--- src/rtl/mem_arb_pkg.sv ---
// Shared types and constants for the unified-memory arbiter.
package mem_arb_pkg;

  typedef enum logic [1:0] {
    IDLE,
    ISSUE,
    WAIT,
    RESP
  } arb_state_t;

  typedef enum logic {
    OWN_IF,
    OWN_D
  } arb_owner_t;

  localparam logic [1:0] SZ_BYTE = 2'b00;
  localparam logic [1:0] SZ_HALF = 2'b01;
  localparam logic [1:0] SZ_WORD = 2'b10;

  localparam int LAT_W    = 3;
  localparam int STARVE_W = 4;

endpackage

--- src/rtl/mem_arb_if.sv ---
// Requester and memory-side signals of the arbiter, bundled for port use.
interface mem_arb_if #(
  parameter int ADDR_W = 20
);

  logic              if_req_i;
  logic [ADDR_W-1:0] if_addr_i;
  logic              if_gnt_o;
  logic              if_rvalid_o;
  logic [31:0]       if_rdata_o;

  logic              d_req_i;
  logic              d_we_i;
  logic [1:0]        d_size_i;
  logic [ADDR_W-1:0] d_addr_i;
  logic [31:0]       d_wdata_i;
  logic              d_gnt_o;
  logic              d_rvalid_o;
  logic [31:0]       d_rdata_o;

  logic              mem_req_o;
  logic              mem_we_o;
  logic [1:0]        mem_size_o;
  logic [ADDR_W-1:0] mem_addr_o;
  logic [31:0]       mem_wdata_o;
  logic [31:0]       mem_rdata_i;

  logic              busy_o;

  // The arbiter itself sits on the slave side.
  modport slave (
    input  if_req_i, if_addr_i,
    output if_gnt_o, if_rvalid_o, if_rdata_o,
    input  d_req_i, d_we_i, d_size_i, d_addr_i, d_wdata_i,
    output d_gnt_o, d_rvalid_o, d_rdata_o,
    output mem_req_o, mem_we_o, mem_size_o, mem_addr_o, mem_wdata_o,
    input  mem_rdata_i,
    output busy_o
  );

  modport master (
    output if_req_i, if_addr_i,
    input  if_gnt_o, if_rvalid_o, if_rdata_o,
    output d_req_i, d_we_i, d_size_i, d_addr_i, d_wdata_i,
    input  d_gnt_o, d_rvalid_o, d_rdata_o,
    input  mem_req_o, mem_we_o, mem_size_o, mem_addr_o, mem_wdata_o,
    output mem_rdata_i,
    input  busy_o
  );

endinterface

--- src/rtl/mem_arb_starve.sv ---
// Fetch starvation guard: counts back-to-back data grants while fetch waits
// and raises force_if once the limit is reached.
module mem_arb_starve
  import mem_arb_pkg::*;
#(
  parameter int STARVE_MAX = 4
) (
  input  logic clk,
  input  logic rst,
  input  logic d_gnt,
  input  logic if_gnt,
  input  logic if_req,
  output logic force_if
);

  localparam logic [STARVE_W-1:0] LIMIT = STARVE_W'(STARVE_MAX);

  logic [STARVE_W-1:0] starve_cnt;

  // Saturates at the limit so a late-rising fetch request cannot wrap it.
  always_ff @(posedge clk or posedge rst) begin
    if (rst) begin
      starve_cnt <= '0;
    end else if (if_gnt) begin
      starve_cnt <= '0;
    end else if (d_gnt) begin
      if (!if_req) begin
        starve_cnt <= '0;
      end else if (starve_cnt != LIMIT) begin
        starve_cnt <= starve_cnt + STARVE_W'(1);
      end
    end
  end

  assign force_if = (starve_cnt == LIMIT);

endmodule

--- src/rtl/mem_arbiter.sv ---
// Single-port arbiter between instruction fetch and load/store; data has priority.
// Optional fetch starvation guard enabled by defining MEM_ARB_STARVE_GUARD_EN.
module mem_arbiter
  import mem_arb_pkg::*;
#(
  parameter int ADDR_W     = 20,
  parameter int MEM_LAT    = 1,
  parameter int STARVE_MAX = 4
) (
  input  logic     clk,
  input  logic     rst,
  mem_arb_if.slave bus
);

  localparam logic [LAT_W-1:0] LAT_INIT = LAT_W'(MEM_LAT);

  arb_state_t       state;
  arb_state_t       state_nxt;
  arb_owner_t       owner;
  logic             is_store;
  logic [LAT_W-1:0] lat_cnt;

  logic any_req;
  logic if_wins;
  logic force_if;
  logic last_wait;

  logic              mem_req_n;
  logic              mem_we_n;
  logic [1:0]        mem_size_n;
  logic [ADDR_W-1:0] mem_addr_n;
  logic [31:0]       mem_wdata_n;
  logic              if_gnt_n;
  logic              d_gnt_n;
  logic              if_rvalid_n;
  logic              d_rvalid_n;
  logic              cap_if;
  logic              cap_d;
  logic              busy_n;

  assign any_req   = bus.d_req_i | bus.if_req_i;
  assign if_wins   = bus.if_req_i & (~bus.d_req_i | force_if);
  assign last_wait = (state == WAIT) && (lat_cnt == LAT_W'(1));

`ifdef MEM_ARB_STARVE_GUARD_EN
  mem_arb_starve #(
    .STARVE_MAX(STARVE_MAX)
  ) u_starve (
    .clk     (clk),
    .rst     (rst),
    .d_gnt   (bus.d_gnt_o),
    .if_gnt  (bus.if_gnt_o),
    .if_req  (bus.if_req_i),
    .force_if(force_if)
  );
`else
  localparam int unused_starve_max = STARVE_MAX;
  assign force_if = 1'b0;
`endif

  always_ff @(posedge clk or posedge rst) begin
    if (rst) begin
      state    <= IDLE;
      owner    <= OWN_IF;
      is_store <= 1'b0;
      lat_cnt  <= '0;
    end else begin
      state <= state_nxt;
      if (state == IDLE && any_req) begin
        owner    <= if_wins ? OWN_IF : OWN_D;
        is_store <= ~if_wins & bus.d_we_i;
      end
      if (state == ISSUE) begin
        lat_cnt <= LAT_INIT;
      end else if (state == WAIT) begin
        lat_cnt <= lat_cnt - LAT_W'(1);
      end
    end
  end

  always_comb begin
    state_nxt = state;
    case (state)
      IDLE:    if (any_req) state_nxt = ISSUE;
      ISSUE:   state_nxt = is_store ? IDLE : WAIT;
      WAIT:    if (last_wait) state_nxt = RESP;
      RESP:    state_nxt = IDLE;
      default: state_nxt = IDLE;
    endcase
  end

  // Every output is registered, so this computes the values for the next cycle.
  always_comb begin
    mem_req_n   = 1'b0;
    mem_we_n    = 1'b0;
    mem_size_n  = SZ_BYTE;
    mem_addr_n  = '0;
    mem_wdata_n = '0;
    if_gnt_n    = 1'b0;
    d_gnt_n     = 1'b0;
    if_rvalid_n = 1'b0;
    d_rvalid_n  = 1'b0;
    cap_if      = 1'b0;
    cap_d       = 1'b0;
    busy_n      = (state_nxt != IDLE);

    if (state == IDLE && any_req) begin
      mem_req_n = 1'b1;
      if (if_wins) begin
        if_gnt_n   = 1'b1;
        mem_size_n = SZ_WORD;
        mem_addr_n = bus.if_addr_i;
      end else begin
        d_gnt_n     = 1'b1;
        mem_we_n    = bus.d_we_i;
        mem_size_n  = bus.d_size_i;
        mem_addr_n  = bus.d_addr_i;
        mem_wdata_n = bus.d_wdata_i;
      end
    end

    if (last_wait) begin
      if (owner == OWN_IF) begin
        if_rvalid_n = 1'b1;
        cap_if      = 1'b1;
      end else begin
        d_rvalid_n = 1'b1;
        cap_d      = 1'b1;
      end
    end
  end

  always_ff @(posedge clk or posedge rst) begin
    if (rst) begin
      bus.mem_req_o   <= 1'b0;
      bus.mem_we_o    <= 1'b0;
      bus.mem_size_o  <= 2'b00;
      bus.mem_addr_o  <= '0;
      bus.mem_wdata_o <= '0;
      bus.if_gnt_o    <= 1'b0;
      bus.d_gnt_o     <= 1'b0;
      bus.if_rvalid_o <= 1'b0;
      bus.d_rvalid_o  <= 1'b0;
      bus.if_rdata_o  <= '0;
      bus.d_rdata_o   <= '0;
      bus.busy_o      <= 1'b0;
    end else begin
      bus.mem_req_o   <= mem_req_n;
      bus.mem_we_o    <= mem_we_n;
      bus.mem_size_o  <= mem_size_n;
      bus.mem_addr_o  <= mem_addr_n;
      bus.mem_wdata_o <= mem_wdata_n;
      bus.if_gnt_o    <= if_gnt_n;
      bus.d_gnt_o     <= d_gnt_n;
      bus.if_rvalid_o <= if_rvalid_n;
      bus.d_rvalid_o  <= d_rvalid_n;
      bus.busy_o      <= busy_n;
      if (cap_if) bus.if_rdata_o <= bus.mem_rdata_i;
      if (cap_d)  bus.d_rdata_o  <= bus.mem_rdata_i;
    end
  end

  a_gnt_onehot : assert property (@(posedge clk) disable iff (rst)
    !(bus.if_gnt_o && bus.d_gnt_o));
  a_rvalid_onehot : assert property (@(posedge clk) disable iff (rst)
    !(bus.if_rvalid_o && bus.d_rvalid_o));

endmodule
--- src/flat_wrapper.sv ---
// flat-port wrapper written by rule: the top's interface ports become plain ports
module mem_arbiter_flat import mem_arb_pkg::*;
#(
  parameter int ADDR_W     = 20,
  parameter int MEM_LAT    = 1,
  parameter int STARVE_MAX = 4
)
  (clk, rst, bus_if_req_i, bus_if_addr_i, bus_if_gnt_o, bus_if_rvalid_o, bus_if_rdata_o, bus_d_req_i, bus_d_we_i, bus_d_size_i, bus_d_addr_i, bus_d_wdata_i, bus_d_gnt_o, bus_d_rvalid_o, bus_d_rdata_o, bus_mem_req_o, bus_mem_we_o, bus_mem_size_o, bus_mem_addr_o, bus_mem_wdata_o, bus_mem_rdata_i, bus_busy_o);
  mem_arb_if #(.ADDR_W(ADDR_W)) bus_i ();
  input  logic clk;
  input  logic rst;
  input wire logic [$bits(bus_i.if_req_i)-1:0] bus_if_req_i;
  input wire logic [$bits(bus_i.if_addr_i)-1:0] bus_if_addr_i;
  output wire logic [$bits(bus_i.if_gnt_o)-1:0] bus_if_gnt_o;
  output wire logic [$bits(bus_i.if_rvalid_o)-1:0] bus_if_rvalid_o;
  output wire logic [$bits(bus_i.if_rdata_o)-1:0] bus_if_rdata_o;
  input wire logic [$bits(bus_i.d_req_i)-1:0] bus_d_req_i;
  input wire logic [$bits(bus_i.d_we_i)-1:0] bus_d_we_i;
  input wire logic [$bits(bus_i.d_size_i)-1:0] bus_d_size_i;
  input wire logic [$bits(bus_i.d_addr_i)-1:0] bus_d_addr_i;
  input wire logic [$bits(bus_i.d_wdata_i)-1:0] bus_d_wdata_i;
  output wire logic [$bits(bus_i.d_gnt_o)-1:0] bus_d_gnt_o;
  output wire logic [$bits(bus_i.d_rvalid_o)-1:0] bus_d_rvalid_o;
  output wire logic [$bits(bus_i.d_rdata_o)-1:0] bus_d_rdata_o;
  output wire logic [$bits(bus_i.mem_req_o)-1:0] bus_mem_req_o;
  output wire logic [$bits(bus_i.mem_we_o)-1:0] bus_mem_we_o;
  output wire logic [$bits(bus_i.mem_size_o)-1:0] bus_mem_size_o;
  output wire logic [$bits(bus_i.mem_addr_o)-1:0] bus_mem_addr_o;
  output wire logic [$bits(bus_i.mem_wdata_o)-1:0] bus_mem_wdata_o;
  input wire logic [$bits(bus_i.mem_rdata_i)-1:0] bus_mem_rdata_i;
  output wire logic [$bits(bus_i.busy_o)-1:0] bus_busy_o;
  assign bus_i.if_req_i = bus_if_req_i;
  assign bus_i.if_addr_i = bus_if_addr_i;
  assign bus_if_gnt_o = bus_i.if_gnt_o;
  assign bus_if_rvalid_o = bus_i.if_rvalid_o;
  assign bus_if_rdata_o = bus_i.if_rdata_o;
  assign bus_i.d_req_i = bus_d_req_i;
  assign bus_i.d_we_i = bus_d_we_i;
  assign bus_i.d_size_i = bus_d_size_i;
  assign bus_i.d_addr_i = bus_d_addr_i;
  assign bus_i.d_wdata_i = bus_d_wdata_i;
  assign bus_d_gnt_o = bus_i.d_gnt_o;
  assign bus_d_rvalid_o = bus_i.d_rvalid_o;
  assign bus_d_rdata_o = bus_i.d_rdata_o;
  assign bus_mem_req_o = bus_i.mem_req_o;
  assign bus_mem_we_o = bus_i.mem_we_o;
  assign bus_mem_size_o = bus_i.mem_size_o;
  assign bus_mem_addr_o = bus_i.mem_addr_o;
  assign bus_mem_wdata_o = bus_i.mem_wdata_o;
  assign bus_i.mem_rdata_i = bus_mem_rdata_i;
  assign bus_busy_o = bus_i.busy_o;
  mem_arbiter #(.ADDR_W(ADDR_W), .MEM_LAT(MEM_LAT), .STARVE_MAX(STARVE_MAX)) u_core (.clk(clk), .rst(rst), .bus(bus_i));
endmodule
--- config.mk ---
export PLATFORM = sky130hd
export DESIGN_NAME = mem_arbiter_flat
export DESIGN_NICKNAME = d
export VERILOG_FILES = /design/src/rtl/mem_arb_pkg.sv /design/src/rtl/mem_arb_if.sv /design/src/rtl/mem_arb_starve.sv /design/src/rtl/mem_arbiter.sv /design/src/flat_wrapper.sv
export SDC_FILE = /design/constraint.sdc
export NUM_CORES = 1
export LEC_CHECK = 0
export CAP_MARGIN = 20
export CORE_UTILIZATION = 37
export DETAILED_ROUTE_END_ITERATION = 8
export PLACE_DENSITY = 0.77
export SETUP_SLACK_MARGIN = 0.4
export SKIP_LAST_GASP = 1
export SYNTH_ARGS = -nofsm -noshare
export SYNTH_HDL_FRONTEND = slang
export SYNTH_SLANG_ARGS = --single-unit
--- constraint.sdc ---
create_clock -name clk -period 4.1 [get_ports clk]
set_input_delay 0.82 -clock clk [delete_from_list [all_inputs] [get_ports clk]]
set_output_delay 0.82 -clock clk [all_outputs]
set_load 0.02 [all_outputs]
==> reports/qor.txt <==
Worst clock skew - 6.89 ps
Fin. max-slew vios - 0
ANT cells - 0
Met2 Use GR - 31.1%
Area growth, synth to finish - 61.3%
Top cells by count, synth - dfrtp_1 (132), mux2_2 (35), and3_1 (34)
Max incr delay on CP - 640 ps
Fill cell count - 1004
Vias in the first global route - 3693
Compound-Gate Fraction of Synth Area - 4.95%
PortBufs - 235
Hold endpoint - u_core.bus.d_rdata_o[1]
Global placement routability congestion - 0.731
Antenna violations before repair - 0
Post-CTS Setup Inserts - 0
RSZ-0062 raised after global routing - no
Top Family by Delay on Critical Path - buffers and inverters
Resize count post-CTS - 0
Synth area leader - dfrtp_1
Vertical die dimension - 118 um
CP max FO - 2
Core ar. - 12800 sq um
Ranking of synthesized cells by area - dfrtp_1 (67%), mux2_4 (8.8%), mux2_2 (8.0%)
Synth Warn # - 0
CTS root buffer - clkbuf_16
First-pass GRT wire length - 19300 um
All-Layer GR Usage - 18.0%
Setup CP Type - reg2out
Ports - 236
Most frequent cell after synthesis - dfrtp_1
Worst path slowest cell - clkdlybuf4s50_1
Cts bufs inserted - 17
Top FF cell, synth - dfrtp_1
WP buf/inv - 1
Peak VDD IR - 0.334 mV
Clock Latency Late Sink - 400 ps
Met3 usage - 6.20%
Switching share of power - 32.2%
Mapped Cells - 310
Worst path arrival time - 1400 ps
Min-delay src - u_core.bus.d_rdata_o[1]
Worst hold path depth - 1
Post-synthesis xor/xnor area fraction - 0%
Detailed Route Iter0 Violations - 133
Internal cell power - 0.00398 W
Simple-Gate Fraction of Synth Area - 5.96%
Period minus WS final - 2220 ps
R2R Setup Slk - 1880 ps
Row cnt - 41
Area share of the largest cell type after synthesis - 66.7%
Worst hold path class - reg2reg
Status - finished clean
Nets@finish - 670
Initial core utilization - 38.6%
Register area share after synthesis - 66.7%
Setup TNS - 0 ps
Via/cell ratio - 4.62
Leakage - 3.63 nW
First-pass detailed-route iteration total - 4
Sequential share of power - 34.2%
Die ar. - 13900 sq um
Switch Pwr - 0.00189 W
Worst-Margin Slew - 911 ps
Final Cycle Share - 54.2%
Clock Sinks - 132
DP Wirelength - 8410 um
Reg2reg path depth - 5
Crit path launch type - flop
DRC Markers - 0
Slew HR - 39.2%
Critical Path Sink Type - output port
EDFF count, synth - 0
Worst R2R End - u_core.bus.d_rdata_o[23]
Hold Vio Cnt, Final - 0
Highest clock rate - 450 MHz
Die span in x - 118 um
Largest family of logic cells by synthesized area - multiplexers
Asr flop ratio synth - 100%
Layout cells sized above 1 - 17.9%
GRT busiest layer - met2
Grt met1 use - 19.8%
Post-synthesis mux area share - 17.2%
CP required - 3280 ps
Combinational share of power - 42.6%
Synth Area in Adders - 1.52%
Syn Nets - 427
H-tree depth - 4
Syn_area_per_cell - 16.0 sq um
Clk pwr share - 23.2%
RR Startpoint - u_core.lat_cnt[1]
Overflow after GRT - 0
Synth unique cells - 30
Clock-pin transition on the worst setup and hold timing paths - 50 ps
Clock buffer depth - 2
Final WL - 11900 um
Power density cells - 736 nW/um^2
CTS tree - done
Pin count of the biggest net entering global routing - 60
#FFs+latches synth - 132
Hold-fix buffers at CTS - 0
ANT nets after route - 0
Tot Pwr - 0.00588 W
Max-cap viol count - 0
Synthesized cell area - 4950 sq um
Final setup fails - 0
CP Cell Sequence - clkdlybuf4s50_1
Post-DR wirelength/cell - 16.1 um
Routed via count - 3403
-- cells by family (layout without fill, tap and decap cells) --
group	Yosys count	count (layout)
flops	132	132
mux	66	66
simple gates	48	48
compound gates	31	31
buf+inv	27	281
fa+ha+maj	6	6
-- how the worst max path moves through the flow --
stage                     slack (ps)                      start                   endpoint  depth (start not counted)
after floorplan                 1640                        rst          u_core.bus.busy_o                          1
after global placement          1310                bus_d_req_i  u_core.bus.mem_addr_o[14]                          4
after detailed placement        1230                bus_d_req_i  u_core.bus.mem_addr_o[14]                          4
after CTS                       1650                bus_d_req_i  u_core.bus.mem_addr_o[14]                          4
after global routing            1760          u_core.lat_cnt[1]    u_core.bus.d_rdata_o[8]                          5
final                           1880  u_core.bus.if_rdata_o[26]         bus_if_rdata_o[26]                          1
-- final cells by class --
class	instances	area, sq um	area share, %
flip-flops and latches	132	3300	41.4
inverters	8	33.8	0.423
clock inverters	6	55.1	0.689
well taps	172	215	2.69
multi-input cells	151	1470	18.4
repair buffers	243	2440	30.6
clock buffers	24	472	5.91
-- layout by cell type (no fill, tap or decap), drive strengths merged --
cell             n
nor2             4
nand3            1
nand2            1
a21o             1
a32oi            1
nor2b            3
buf              8
and3            34
a22o            20
bufinv           1
a21oi            2
clkbuf          24
o21bai           1
ha               6
o21ai            3
o21a             1
a211oi           1
nor3             1
inv              7
and2             1
or3              1
dfrtp          132
and3b            1
clkdlybuf4s50  235
a31oi            1
mux2            64
clkinvlp         1
nand2b           1
mux2i            2
clkinv           5
-- state kept, by name, summed over array words and instances, names as in the netlist --
signal and cells:
u_core.bus.if_gnt_o 1, u_core.bus.mem_addr_o 20, u_core.is_store 1, u_core.bus.d_rdata_o 32, u_core.bus.if_rdata_o 32, u_core.bus.mem_we_o 1, u_core.owner 1, u_core.bus.d_rvalid_o 1
u_core.bus.if_rvalid_o 1, u_core.bus.mem_req_o 1, u_core.bus.mem_wdata_o 32, u_core.bus.mem_size_o 2, u_core.bus.d_gnt_o 1, u_core.state 2, u_core.lat_cnt 3, u_core.bus.busy_o 1
-- metal layers --
metal,vias up,share of wire (%)
met3,24,6.5
li1,1577,-
met1,1659,39
met4,0,2.2
met2,143,52
met5,-,0
-- power groups by stage --
stage | logic (W) | registers [W] | clock network (W)
after floorplan | 0.000809 | 0.00256 | 0
after global placement | 0.00247 | 0.00200 | 0
after detailed placement | 0.00252 | 0.00203 | 0
after CTS | 0.00253 | 0.00202 | 0.00139
after global routing | 0.00266 | 0.00207 | 0.00146
final | 0.00250 | 0.00201 | 0.00136
-- per-stage QoR --
step	area [sq um]	setup WS, ps	hold WS (ps)	utilization [%]	instances
2_1_floorplan	4960	1640	467	-	310
3_3_place_gp	7430	1310	479	57.9	704
3_5_place_dp	7430	1230	492	57.9	704
4_1_cts	7960	1650	505	62.0	734
5_1_grt	7990	1760	513	62.3	736
6_report	7990	1880	501	62.3	736
(Power assumes the default switching activity.)
